[src/rtl/bfsk_pkg.sv]
`default_nettype none
// ============================================================================
// Module   : bfsk_pkg
// Summary  : Shared FSM state type and sizing helpers for the BFSK DDS.
// Revision : 1.0
// ============================================================================
package bfsk_pkg;

  typedef enum logic [0:0] {
    IDLE = 1'b0,
    RUN  = 1'b1
  } state_e;

  // Entries in the quarter-wave table excluding the closing q[Q] point.
  function automatic int quarter_len(input int lut_aw);
    return 1 << (lut_aw - 2);
  endfunction

  function automatic int unsigned midscale(input int out_w);
    return 32'd1 << (out_w - 1);
  endfunction

endpackage
`default_nettype wire

[src/rtl/sine_quarter_lut.sv]
`default_nettype none
// ============================================================================
// Module   : sine_quarter_lut
// Summary  : Two-stage quarter-wave sine lookup producing a signed sample.
// Revision : 1.0
// ============================================================================
module sine_quarter_lut
  import bfsk_pkg::*;
#(
  parameter int LUT_AW = 8,
  parameter int OUT_W  = 16
) (
  input  logic                    clk,
  input  logic                    resetn,
  input  logic                    in_valid,
  input  logic [1:0]              quadrant,
  input  logic [LUT_AW-3:0]       idx,
  output logic                    out_valid,
  output logic signed [OUT_W-1:0] sample
);

  localparam int IDX_W = LUT_AW - 2;
  localparam int Q     = quarter_len(LUT_AW);
  localparam logic [IDX_W:0]  C_Q       = (IDX_W + 1)'(Q);
  localparam logic [127:0]    C_HALF_PI = 128'h1921_FB54_442D_1846;

  // round(A*sin(pi/2*k/Q)) in 60-bit fixed point via Taylor series,
  // so the table is built without real arithmetic in the design.
  function automatic logic [OUT_W-2:0] quarter_sample(input int k);
    logic [127:0] x, term, sum, amp, scaled;
    x    = (C_HALF_PI * 128'(k)) / 128'(Q);
    term = x;
    sum  = x;
    for (int n = 1; n <= 20; n++) begin
      term = (term * x) >> 60;
      term = (term * x) >> 60;
      term = term / 128'((2 * n) * (2 * n + 1));
      if (n % 2 == 1) sum = sum - term;
      else            sum = sum + term;
    end
    amp    = (128'd1 << (OUT_W - 1)) - 128'd1;
    scaled = (amp * sum + (128'd1 << 59)) >> 60;
    return scaled[OUT_W-2:0];
  endfunction

  logic [OUT_W-2:0] table_w [0:Q];

  generate
    for (genvar k = 0; k <= Q; k++) begin : g_table
      localparam logic [OUT_W-2:0] C_ENTRY = quarter_sample(k);
      assign table_w[k] = C_ENTRY;
    end
  endgenerate

  logic                    valid1_q, valid1_d;
  logic                    neg_q, neg_d;
  logic [IDX_W:0]          mirror_q, mirror_d;
  logic                    valid2_q, valid2_d;
  logic signed [OUT_W-1:0] sample_q, sample_d;
  logic [OUT_W-1:0]        mag_w;

  always_comb begin
    valid1_d = in_valid;
    neg_d    = quadrant[1];
    mirror_d = quadrant[0] ? (C_Q - {1'b0, idx}) : {1'b0, idx};
    mag_w    = {1'b0, table_w[mirror_q]};
    valid2_d = valid1_q;
    sample_d = '0;
    if (valid1_q) begin
      sample_d = neg_q ? -$signed(mag_w) : $signed(mag_w);
    end
  end

  always_ff @(posedge clk) begin
    if (!resetn) begin
      valid1_q <= 1'b0;
      neg_q    <= 1'b0;
      mirror_q <= '0;
      valid2_q <= 1'b0;
      sample_q <= '0;
    end else begin
      valid1_q <= valid1_d;
      neg_q    <= neg_d;
      mirror_q <= mirror_d;
      valid2_q <= valid2_d;
      sample_q <= sample_d;
    end
  end

  assign out_valid = valid2_q;
  assign sample    = sample_q;

endmodule
`default_nettype wire

[src/rtl/bfsk_dds_generator.sv]
`default_nettype none
// ============================================================================
// Module   : bfsk_dds_generator
// Summary  : Phase-continuous BFSK carrier generator (DDS, quarter-wave LUT).
// Revision : 1.0
// ============================================================================
module bfsk_dds_generator
  import bfsk_pkg::*;
#(
  parameter int ACC_W           = 32,
  parameter int LUT_AW          = 8,
  parameter int OUT_W           = 16,
  parameter int SAMPLES_PER_BIT = 256
) (
  input  logic             CLOCK_50,
  input  logic             resetn,
  input  logic [ACC_W-1:0] ftw0,
  input  logic [ACC_W-1:0] ftw1,
  input  logic             bit_valid,
  input  logic             bit_data,
  output logic             bit_ready,
  output logic [OUT_W-1:0] signal,
  output logic             signal_valid,
  output logic             busy,
  output logic             underrun
);

  localparam int CNT_W = (SAMPLES_PER_BIT > 1) ? $clog2(SAMPLES_PER_BIT) : 1;
  localparam logic [CNT_W-1:0] C_LAST = CNT_W'(SAMPLES_PER_BIT - 1);
  localparam logic [OUT_W-1:0] C_MID  = OUT_W'(midscale(OUT_W));

  state_e           state_q, state_d;
  logic [CNT_W-1:0] sym_cnt_q, sym_cnt_d;
  logic [ACC_W-1:0] ftw_sel_q, ftw_sel_d;
  logic [ACC_W-1:0] phase_q, phase_d;
  logic             last_w, xfer_w;
  logic             lut_valid_w;
  logic signed [OUT_W-1:0] lut_sample_w;

  always_comb begin
    last_w    = (state_q == RUN) && (sym_cnt_q == C_LAST);
    bit_ready = resetn && ((state_q == IDLE) || last_w);
    xfer_w    = bit_ready && bit_valid;
    underrun  = resetn && last_w && !bit_valid;

    state_d   = state_q;
    sym_cnt_d = sym_cnt_q;
    ftw_sel_d = ftw_sel_q;
    phase_d   = phase_q;

    case (state_q)
      IDLE: begin
        phase_d   = '0;
        sym_cnt_d = '0;
        if (xfer_w) begin
          ftw_sel_d = bit_data ? ftw1 : ftw0;
          state_d   = RUN;
        end
      end
      RUN: begin
        phase_d   = phase_q + ftw_sel_q;
        sym_cnt_d = sym_cnt_q + CNT_W'(1);
        if (last_w) begin
          sym_cnt_d = '0;
          if (xfer_w) begin
            // Phase keeps accumulating across the symbol boundary.
            ftw_sel_d = bit_data ? ftw1 : ftw0;
          end else begin
            phase_d = '0;
            state_d = IDLE;
          end
        end
      end
      default: state_d = IDLE;
    endcase
  end

  always_ff @(posedge CLOCK_50) begin
    if (!resetn) begin
      state_q   <= IDLE;
      sym_cnt_q <= '0;
      ftw_sel_q <= '0;
      phase_q   <= '0;
    end else begin
      state_q   <= state_d;
      sym_cnt_q <= sym_cnt_d;
      ftw_sel_q <= ftw_sel_d;
      phase_q   <= phase_d;
    end
  end

  assign busy = (state_q == RUN);

  sine_quarter_lut #(
    .LUT_AW (LUT_AW),
    .OUT_W  (OUT_W)
  ) u_lut (
    .clk       (CLOCK_50),
    .resetn    (resetn),
    .in_valid  (busy),
    .quadrant  (phase_q[ACC_W-1 -: 2]),
    .idx       (phase_q[ACC_W-3 -: LUT_AW-2]),
    .out_valid (lut_valid_w),
    .sample    (lut_sample_w)
  );

  assign signal       = C_MID + $unsigned(lut_sample_w);
  assign signal_valid = lut_valid_w;

endmodule
`default_nettype wire

[config.mk]
export PLATFORM = sky130hd
export DESIGN_NAME = bfsk_dds_generator
export DESIGN_NICKNAME = d
export VERILOG_FILES = /design/src/rtl/bfsk_pkg.sv /design/src/rtl/sine_quarter_lut.sv /design/src/rtl/bfsk_dds_generator.sv
export SDC_FILE = /design/constraint.sdc
export NUM_CORES = 1
export LEC_CHECK = 0
export CAP_MARGIN = 0
export CORE_UTILIZATION = 50
export CTS_CLUSTER_DIAMETER = 30
export DETAILED_ROUTE_END_ITERATION = 10
export PLACE_DENSITY = 0.73
export SYNTH_ARGS = -nofsm -noshare
export SYNTH_HDL_FRONTEND = slang
export SYNTH_SLANG_ARGS = --single-unit
[constraint.sdc]
create_clock -name CLOCK_50 -period 3.7 [get_ports CLOCK_50]
set_clock_uncertainty 0.15 [all_clocks]
set_input_delay 0.925 -clock CLOCK_50 [delete_from_list [all_inputs] [get_ports CLOCK_50]]
set_output_delay 0.925 -clock CLOCK_50 [all_outputs]
set_load 0.03 [all_outputs]
==> results by stage <==
STA:
- The number of slew-limit violations in the final report is 0.
- The minimum clock period is between 3000 and 4000 ps.
- Hold timing on the final database bottoms out at a slack of 312 ps.
- Setup violations remaining at the end of the flow were counted as 0.
- The total count of hold-check failures in the final report is 0.
- The slew at the pin with the worst max-slew slack is 741 ps.
- In this run the tightest slew margin relative to its limit is 0.506.
- The final cycle utilization of the critical path is 0.940.
- The fmax is between 200 and 300 MHz.
- Setup repair after global routing left no endpoint under its margin.
- The total negative slack is 0 ps.

Placed design:
- The final HPWL from detailed placement is around 14000 um.
- The total placed cells including tap cells is 1056.
- The final estimated routing congestion in global placement is about 0.94.
- Port buffering added 87 buffers.
- Summing all placed instances gives a cell area of just under 8000 um2.

Setup path:
- The launching element type of the critical path is a register.
- The signal on the critical path passes through inv_1, ha_1, inv_1, buf_4, a2111oi_0, a21o_1, a211oi_1, nand4b_4, o41ai_2, xor2_1, nor2_1.
- Counting cells, the worst reg-to-reg path comes to 11.
- The startpoint of the worst-slack reg-to-reg timing path is u_lut.mirror_q[0].
- For this design, the slowest cell found on the critical path is sky130_fd_sc_hd__a211oi_1.
- The maximum fanout along the worst path is 10.
- The most critical setup path has its startpoint at u_lut.mirror_q[0].
- The endpoint type of the worst setup path is a register.
- The required time reported for the critical path endpoint is 3770 ps.
- The most numerous cell on the critical path is sky130_fd_sc_hd__inv_1.
- The stage delay of the slowest cell on the critical path is around 540 ps.
- The arrival time of data at the critical path endpoint is 3550 ps.
- The critical path class is register to register.

Route:
- The routed length on met3 is around 940 um.
- The routed length on met1 is 7550 um.
- The final layout contains routed wiring with a total length of 18300 um.
- The count of nets left with antenna violations once routing finished came out at 0.
- In the routed design, unresolved DRC markers number 0.
- In the detailed route, the total length drawn on met2 is 9360 um.
- The detailed-route vias per instance is 5.90.
- The count of TritonRoute iterations in the first routing pass is 5.
- Dividing the detail-routed wire length by the instance count gives between 15 and 20 um.
- The total number of vias is roughly 6300.
- Routed signal wires occupy layers up through met4.
- The starting DRC count in detailed routing is about 450.

Power and ir drop:
- Power spread over the standard cell area amounts to around 310 nW/um2.
- For this design the static power due to leakage is roughly 3.7 nW.
- The worst voltage drop across the vdd grid is 0.326 mV.

Cells and area:
- The number of inserted diodes is 0.
- The share of final-layout standard cells stronger than drive strength 1 is 0.0815.
- The net count of the finished layout is 1008.
- Once layout is complete, the utilization of the core stands at 0.612.
- The final cell count without fillers is 1072.
- The number of filler instances in the final layout is roughly 1200.
- From synthesis to final layout, the design area changed by 17.9%.
- After routing the design area is 8230 um2.

Clock tree:
- The clock latency on the worst-skew pair is about 360 ps.
- After clock tree synthesis, the clock-pin slew on the worst setup and hold paths is 70 ps.
- TritonCTS built the clock tree.
- The number of hold buffers added after CTS was 0.
- The H-tree level count is 3.
- Counting along the longest clock path gives a buffer depth of 2.
- The number of clock sinks is between 90 and 100.
- In this run, CTS created clock tree buffers numbering 9.
- Once the clock tree was built, the setup fixing pass inserted 0 buffers.
- The clock tree root buffer cell is sky130_fd_sc_hd__clkbuf_16.

Flow run:
- The max-cap check violation count is 0.

Die:
- The die is 120 um tall.
- The area enclosed by the die boundary is around 14000 um2.
- The total I/O pin count is 88.
- For this configuration, the core starts out at a cell density of 0.519.
- The floorplan row count is 42.
- The width of the chip is 120 um.
- The floorplan step defined a core boundary enclosing approximately 13000 um2.

Global routing:
- In the global route stage, overall resource usage came out at 0.260.
- The total overflow left after global routing is 0.
- The initial antenna violation count was 0.
- The first global-routing pass estimated slightly below 30000 um of wire.
- Entering global routing, the biggest net connects 65 pins.
- The via count of the first global-routing pass is between 6000 and 7000.

Synthesis:
- After synthesis, the share of flip-flops with an asynchronous set or reset is 0.
- Of the total synthesized cell area, the portion taken by full adders, half adders and majority gates is 0.0889.
- Of all cell types, the one taking the most synthesized area is sky130_fd_sc_hd__dfxtp_1.
- Averaged over all synthesized cells, the footprint is roughly 8.4 um2.
- Of the post-synthesis cell area, the part taken by muxes is 0.0735.
- Yosys attributes the largest share of cell area to sky130_fd_sc_hd__dfxtp_1 28%, sky130_fd_sc_hd__ha_1 8.6%, sky130_fd_sc_hd__mux2i_1 5.7%.
- The sequential area share after synthesis is 0.284.
- The simple logic cell fraction of the synthesized area is 0.190.
- The synthesized-area fraction occupied by xor and xnor cells is 0.0640.
- The netlist area before placement is 6980 um2.
- Counting flops and latches in the post-synthesis netlist gives between 90 and 100.
- The number of nets handed over by synthesis was approximately 950.
- The top-area cell type share of the netlist area is 0.284.
- The count of flip-flops with a built-in enable after synthesis is 0.
- The number of cells produced by synthesis is slightly above 800.
- In the synthesized netlist the dominant register cell turns out to be sky130_fd_sc_hd__dfxtp_1.
- By area, the combinational part of the netlist is dominated by compound AO/OA/AOI/OAI gates.
- The share of the synthesized area in compound gates (AO/OA/AOI/OAI) is 0.229.
- The number of distinct standard cells referenced by the synthesized netlist is 70.
- For this run, the number of Yosys warnings is 0.

Worst hold path:
- The worst hold path stage count is 1.
- The beginning of the worst hold path is sym_cnt_q[0].
- The classification of the worst-slack hold path is register to register.

Outcome:
- The run finished with clean final reports.
==> per-stage QoR <==
stage	total power (W)	setup slack, ps
floorplan	0.00139	354
global placement	0.00153	361
detailed placement	0.00154	254
CTS	0.00253	238
global route	0.00263	48.1
finish	0.00252	224
==> sequential cells by signal (all words and copies together) (netlist names) <==
name and count:
u_lut.sample 16, busy 1, ftw_sel_q 32, phase_q 32, u_lut.neg_q 1, u_lut.out_valid 1, u_lut.mirror_q 7, sym_cnt_q 8
u_lut.valid1_q 1
==> cells in the final DEF (no fill, tap or decap), types with 5 or more instances in the layout <==
cell                              synthesis  layout
sky130_fd_sc_hd__buf_4                   20      32
sky130_fd_sc_hd__nand2b_1                18      18
sky130_fd_sc_hd__dfxtp_1                 99      97
sky130_fd_sc_hd__ha_1                    48      48
sky130_fd_sc_hd__o21ai_0                 31      30
sky130_fd_sc_hd__clkbuf_16                0       9
sky130_fd_sc_hd__a311oi_1                 5       5
sky130_fd_sc_hd__o211ai_1                 9       9
sky130_fd_sc_hd__nand3_1                 21      21
sky130_fd_sc_hd__and2_1                  20      20
sky130_fd_sc_hd__clkdlybuf4s50_1          0      84
sky130_fd_sc_hd__o21a_1                   7       7
sky130_fd_sc_hd__nor3_1                   8       8
sky130_fd_sc_hd__a211oi_1                 9       9
sky130_fd_sc_hd__o211a_1                 32      32
sky130_fd_sc_hd__o31ai_1                 12      12
sky130_fd_sc_hd__and3_1                   9       8
sky130_fd_sc_hd__a21oi_1                 39      39
sky130_fd_sc_hd__inv_1                   24      24
sky130_fd_sc_hd__xor2_1                  22      22
sky130_fd_sc_hd__mux2i_1                 40      40
sky130_fd_sc_hd__nand2_1                 88      88
sky130_fd_sc_hd__nand4_1                  6       6
sky130_fd_sc_hd__nor2b_1                 10      10
sky130_fd_sc_hd__xnor2_1                 29      29
sky130_fd_sc_hd__nor2_1                  77      77
sky130_fd_sc_hd__a32oi_1                  5       5
sky130_fd_sc_hd__a31oi_1                 10      10
sky130_fd_sc_hd__a21o_1                  10      10
==> per-layer routing <==
layer / vias up / GRT usage
li1: 3095 / -
met1: 2988 / 0.310
met2: 212 / 0.469
met3: 35 / 0.0352
met4: 0 / 0.0953
met5: - / 0
==> report_power, final <==
group | switching (W) | internal (W) | leakage [nW]
sequential | 0.0000259 | 0.00110 | 0.805
combinational | 0.000199 | 0.000192 | 2.73
clock | 0.000446 | 0.000557 | 0.154
total | 0.000671 | 0.00185 | 3.69
==> cell usage after synthesis (5+ instances only) <==
cell	count
sky130_fd_sc_hd__a31oi_1	10
sky130_fd_sc_hd__buf_1	7
sky130_fd_sc_hd__o31ai_1	12
sky130_fd_sc_hd__a311oi_1	5
sky130_fd_sc_hd__o21a_1	7
sky130_fd_sc_hd__clkbuf_1	23
sky130_fd_sc_hd__buf_4	20
sky130_fd_sc_hd__a32oi_1	5
sky130_fd_sc_hd__nor2_1	77
sky130_fd_sc_hd__and3_1	9
sky130_fd_sc_hd__nand2_1	88
sky130_fd_sc_hd__nand2b_1	18
sky130_fd_sc_hd__inv_1	24
sky130_fd_sc_hd__o211a_1	32
sky130_fd_sc_hd__nand4_1	6
sky130_fd_sc_hd__o21ai_0	31
sky130_fd_sc_hd__dfxtp_1	99
sky130_fd_sc_hd__nor3_1	8
sky130_fd_sc_hd__a211oi_1	9
sky130_fd_sc_hd__a21oi_1	39
sky130_fd_sc_hd__ha_1	48
sky130_fd_sc_hd__o211ai_1	9
sky130_fd_sc_hd__nor2b_1	10
sky130_fd_sc_hd__a21o_1	10
sky130_fd_sc_hd__and2_1	20
sky130_fd_sc_hd__nand3_1	21
sky130_fd_sc_hd__xor2_1	22
sky130_fd_sc_hd__buf_2	8
sky130_fd_sc_hd__xnor2_1	29
sky130_fd_sc_hd__buf_6	8
sky130_fd_sc_hd__mux2i_1	40
==> layout make-up <==
type	count	area [um2]	share of cell area
clock buffers	10	239	0.0290
clock inverters	6	77.6	0.00943
inverters	25	93.8	0.0114
multi-input cells	639	4530	0.550
flip-flops and latches	99	1980	0.241
well taps	176	220	0.0268
repair buffers	117	1090	0.132
==> logic make-up (layout without fill, tap and decap cells) <==
family,count (synthesis),after routing
adder cells (fa/ha/maj),49,49
AO/OA/AOI/OAI,215,215
multiplexers,46,46
AND/OR/NAND/NOR,278,278
XOR/XNOR,51,51
buffers and inverters,92,158
flip-flops,99,99
==> worst max-delay path, delay by kind of cell (launching register included) <==
kind            cells  cell delay [ps]
compound gates      4             1240
flops               1              480
fa+ha+maj           1              470
buf+inv             3              460
simple gates        2              350
xor+xnor            1              190
==> final timing paths <==
check | endpoint | slack (ps)
setup / recovery | u_lut.sample[14] | 220
hold / removal | sym_cnt_q[0] | 310
setup reg to reg | u_lut.sample[14] | 220
hold reg to reg | sym_cnt_q[0] | 310
==> what timing repair did <==
action,in CTS,in global routing
resized for setup,0,2
endpoints found under the setup margin,0,1
hold endpoints to repair,0,0
Note: power is estimated with default switching activity, not from simulation.
